==> config.mk <==
export PLATFORM = sky130hd
export DESIGN_NAME = usb3_lfps_arb
export DESIGN_NICKNAME = d
export VERILOG_FILES = /design/src/rtl/usb3_lfps_arb.sv
export SDC_FILE = /design/constraint.sdc
export NUM_CORES = 1
export LEC_CHECK = 0
export BUFFER_PORTS_ARGS = -buffer_cell sky130_fd_sc_hd__buf_2
export CORE_UTILIZATION = 55
export CTS_CLUSTER_DIAMETER = 60
export DETAILED_ROUTE_END_ITERATION = 7
export GPL_TIMING_DRIVEN = 1
export PLACE_DENSITY = 0.75
export SYNTH_ARGS = -nofsm -noshare
export SYNTH_HDL_FRONTEND = slang
export SYNTH_SLANG_ARGS = --single-unit
==> constraint.sdc <==
create_clock -name slow_clk -period 2.3 [get_ports slow_clk]
set_clock_uncertainty 0.05 [all_clocks]
set_input_delay 0.46 -clock slow_clk [delete_from_list [all_inputs] [get_ports slow_clk]]
set_output_delay 0.46 -clock slow_clk [all_outputs]
set_load 0.03 [all_outputs]
==> src/rtl/usb3_lfps_arb.sv <==
// LFPS request arbiter: collects LFPS send requests, grants one type at a time
// by fixed priority, and tracks completion or acknowledge timeout.
module usb3_lfps_arb #(
  parameter logic [23:0] T_ACK_TIMEOUT = 24'd2000000
) (
  input  logic       slow_clk,
  input  logic       reset_n,
  input  logic       req_poll,
  input  logic       req_ping,
  input  logic       req_u1,
  input  logic       req_u2lb,
  input  logic       req_u3,
  input  logic       inhibit,
  input  logic       flush,
  input  logic       lfps_send_ack,
  output logic       lfps_send_poll,
  output logic       lfps_send_ping,
  output logic       lfps_send_u1,
  output logic       lfps_send_u2lb,
  output logic       lfps_send_u3,
  output logic [4:0] done,
  output logic       err_timeout,
  output logic       busy,
  output logic [4:0] pending
);

  typedef enum logic [1:0] {IDLE, ISSUE, WAIT_ACK, GAP} state_t;

  localparam logic [23:0] ACK_LIMIT = T_ACK_TIMEOUT - 24'd1;

  state_t      state;
  state_t      state_next;
  logic [4:0]  req;
  logic [4:0]  pend_q;
  logic [4:0]  sel;
  logic [4:0]  grant_type;
  logic [4:0]  grant;
  logic [4:0]  send;
  logic [23:0] ack_cnt;
  logic        start;
  logic        ack_hit;
  logic        timeout_hit;

  assign req = {req_u3, req_u2lb, req_u1, req_ping, req_poll};

  // Fixed priority u3 > u2lb > u1 > ping > poll, one-hot result
  always_comb begin
    sel = 5'b00000;
    if (pend_q[4])      sel = 5'b10000;
    else if (pend_q[3]) sel = 5'b01000;
    else if (pend_q[2]) sel = 5'b00100;
    else if (pend_q[1]) sel = 5'b00010;
    else if (pend_q[0]) sel = 5'b00001;
  end

  assign start       = (state == IDLE) && (|pend_q) && !inhibit;
  assign ack_hit     = (state == WAIT_ACK) && lfps_send_ack;
  assign timeout_hit = (state == WAIT_ACK) && !lfps_send_ack && (ack_cnt == ACK_LIMIT);

  always_ff @(posedge slow_clk or negedge reset_n) begin
    if (!reset_n) state <= IDLE;
    else          state <= state_next;
  end

  always_comb begin
    state_next = state;
    if (flush) begin
      state_next = IDLE;
    end else begin
      case (state)
        IDLE:     if (start) state_next = ISSUE;
        ISSUE:    state_next = WAIT_ACK;
        WAIT_ACK: if (ack_hit || timeout_hit) state_next = GAP;
        GAP:      state_next = IDLE;
        default:  state_next = IDLE;
      endcase
    end
  end

  // grant is only nonzero in WAIT_ACK; masking with ack drops the request on the ack cycle
  always_comb begin
    busy = (state == ISSUE) || (state == WAIT_ACK);
    send = grant & {5{~lfps_send_ack}};
  end

  always_ff @(posedge slow_clk or negedge reset_n) begin
    if (!reset_n) begin
      pend_q      <= 5'b0;
      grant_type  <= 5'b0;
      grant       <= 5'b0;
      ack_cnt     <= 24'd0;
      done        <= 5'b0;
      err_timeout <= 1'b0;
    end else begin
      done        <= 5'b0;
      err_timeout <= 1'b0;
      if (flush) begin
        pend_q <= 5'b0;
        grant  <= 5'b0;
      end else begin
        pend_q <= (pend_q & ~(start ? sel : 5'b0)) | req;
        if (start) grant_type <= sel;
        if (state == ISSUE) begin
          grant   <= grant_type;
          ack_cnt <= 24'd0;
        end else if (state == WAIT_ACK) begin
          ack_cnt <= ack_cnt + 24'd1;
          if (ack_hit) begin
            done  <= grant_type;
            grant <= 5'b0;
          end else if (timeout_hit) begin
            err_timeout <= 1'b1;
            grant       <= 5'b0;
          end
        end
      end
    end
  end

  assign pending        = pend_q;
  assign lfps_send_poll = send[0];
  assign lfps_send_ping = send[1];
  assign lfps_send_u1   = send[2];
  assign lfps_send_u2lb = send[3];
  assign lfps_send_u3   = send[4];

endmodule
==> impl_results.md <==
* Max-slew headroom at 65.2%
* First-pass GRT wire length at 9360 µm
* DR iter-0 viols at 121
* CTS Buf Count at 5
* Critical Path Start Type: flop
* Die width at 69.5 µm
* Layout area overhead at 15.2%
* Layout fillers at 346
* CP max FO at 6
* P_leak at 1.33 nW
* Post-synthesis cell type count at 43
* Antenna diodes at 0
* Placer congestion estimate at 0.851
* Slew Viols, Final at 0
* NumNets Final at 322
* Drt drc at 0
* Status: complete, no violations
* Core area at 0.00435 mm²
* Height of the die at 69.5 µm
* Power density cells at 869 mW/mm²
* Synth top area cells: dfrtp_1, nand2_1, a21oi_1
* Unrepaired setup endpoints after global routing: false
* Fraction of registers with async set/reset at 100%
* Cell taking the most area after synthesis: dfrtp_1
* Final WL at 5320 µm
* Hold_buf cts at 0
* Pint at 1.66 mW
* M3 GR Usage at 4.80%
* Synthesis-stage register bit count at 47
* CTS tree: built
* Setup ws final at 0.176 ns
* Final setup viols at 0
* Rows at 24
* Area share of the largest cell type after synthesis at a little under half
* Syn Nets at 284
* Max Freq at 0.471 GHz
* CTS resizes at 0
* Post-DRT Antenna Nets at 0
* Sw frac at 33.7%
* Peak supply drop at ~0.57 mV
* Combinational power share at 28.2%
* DR pass1 iterations at 4
* Share of cells above drive strength 1 at a little under a fifth
* Clk sink count at 47
* Crit share post-route at 92.4%
* Critical Path Sink Type: flop
* CTS root buffer: clkbuf_8
* Die ar. at 0.00483 mm²
* Setup CP Type: flop to flop
* DP Wirelength at approximately 3900 µm
* Number of synthesized flops with an enable pin at 0
* NetSw at 0.844 mW
* Grt met2 use at 35.3%
* Busiest grt layer: met1
* Worst slack at placement at 0.199 ns
* Total I/O pin count at 27
* Total GRT Usage at approximately 24%
* Main flop type after synthesis: dfrtp_1
* Total power at 2.51 mW
* Initial antenna violation count at 0
* Cell Area, Synth at 0.00250 mm²
* Clk slew on worst S/H paths at 0.09 ns
* Vias post-DR at 2116
* Fin. Hold Viols at 0
* Yosys warning total at 0
* Clk pwr share at 28.7%
* Clk_lat worst skew at 0.30 ns
* Vias in the first global route at 1975
* Overflow after GRT at 0
* Mean Syn Cell Area at 9.27 µm²
* Met1 usage at a little over a third
* Hold WS at approximately 0.07 ns
* Via density at 5.86
* Crit path required time at 2.48 ns
* Part of the power in registers at 43.1%
* Initial Utilization at 57.5%
* Crit path DAT at 2.30 ns
* Worst Hold Class: input pin to asynchronous set/reset pin
* Most instantiated cells after synthesis: dfrtp_1, nand2_1, a21oi_1, nor2_1, o21ai_0
* Setup TNS at 0 ns
* Largest net degree at the start of global routing at 24
* PortBufs at 26
* Clock buffer depth at 2
* Most frequent cell after synthesis: dfrtp_1
* H-Tree Level Count at 2
* Seq/Total Area, Yosys at ~47%
* Setup repair bufs after CTS at 0
* Cells after Synth at 270
* Wirelength per Cell at about 15 µm
* Final worst path period need at 2.12 ns
* Max cap viols at 0
* Worst-margin pin slew at 0.522 ns
[critical path, cell delays in order, from the launching register on]
cell,delay (ns)
dfrtp_1,0.40
inv_1,0.08
ha_1,0.36
and4b_1,0.30
nand4_1,0.14
or4_2,0.55
a21oi_1,0.18
[through the flow]
stage	cells	util (%)	cell area, µm²
floorplan	270	-	2500
global placement	353	63.1	2750
detailed placement	353	63.1	2750
CTS	361	66.2	2880
global route	361	66.2	2880
finish	361	66.2	2880
[cells by family after synthesis]
| logic type | Yosys count | share of synthesized area (%) |
|---|---|---|
| buf+inv | 15 | 3.00 |
| xor+xnor | 6 | 2.10 |
| simple gates | 144 | 31.8 |
| compound gates | 49 | 12.0 |
| fa+ha+maj | 4 | 2.00 |
| flops | 47 | 47.0 |
| mux | 5 | 2.10 |
[state kept, by name, summed over array words and instances, names as in the netlist]
name / flops
ack_cnt: 24
pending: 5
state: 2
grant: 5
grant_type: 5
err_timeout: 1
done: 5
[layout by cell type (no fill, tap or decap), types with 4 or more instances in the layout]
master / Yosys / layout
dfrtp_1: 47 / 47
ha_1: 4 / 4
and2_1: 7 / 7
a21oi_1: 17 / 17
inv_1: 7 / 7
or3_1: 5 / 5
nand4_1: 9 / 9
buf_4: 1 / 13
a32oi_1: 5 / 5
or4_1: 5 / 5
clkbuf_8: 0 / 5
nor3_1: 6 / 6
nand2_1: 37 / 37
nor4_1: 5 / 5
nor2_1: 17 / 17
buf_2: 0 / 26
nand2b_1: 11 / 11
and3_1: 4 / 4
nand3_1: 13 / 13
o21ai_0: 16 / 16
nor2b_1: 8 / 8
[path summary, 6_finish.rpt]
| check | slack [ns] | depth (start not counted) | start | end |
|---|---|---|---|---|
| max | 0.18 | 6 | state[0]$_DFFE_PN0P_ | ack_cnt[15]$_DFFE_PN0P_ |
| min | 0.07 | 1 | reset_n | done[1]$_DFF_PN0_ |
| max reg2reg | 0.18 | 6 | state[0]$_DFFE_PN0P_ | ack_cnt[15]$_DFFE_PN0P_ |
| min reg2reg | 0.45 | 2 | grant_type[1]$_DFFE_PN0P_ | grant_type[1]$_DFFE_PN0P_ |
| max in group asynchronous | 1.48 | 2 | reset_n | ack_cnt[21]$_DFFE_PN0P_ |
| min in group slow_clk | 0.31 | 3 | req_ping | pending[1]$_DFF_PN0_ |
[area by class of cell]
type / instances / area [µm²] / area share, %
clock inverter: 3 / 67.6 / 2.34
clock buffer: 5 / 68.8 / 2.39
inverter: 7 / 26.3 / 0.911
sequential: 47 / 1180 / 40.8
tap: 52 / 65.1 / 2.26
multi-input combinational: 208 / 1250 / 43.4
timing repair buffer: 39 / 228 / 7.90
[layer usage]
layer  vias up  wire length (µm)
li1       1061                 -
met1       990              2660
met2        60              2320
met3         5               293
met4         0                49
met5         -                 0
[power groups by stage]
stage	Clock, mW	Combinational (mW)	Sequential (mW)
5_1_grt	0.751	0.793	1.10
3_3_place_gp	0	0.687	1.09
2_1_floorplan	0	0.490	1.07
3_5_place_dp	0	0.704	1.10
6_report	0.719	0.707	1.08
4_1_cts	0.737	0.704	1.08
(Power assumes the default switching activity.)
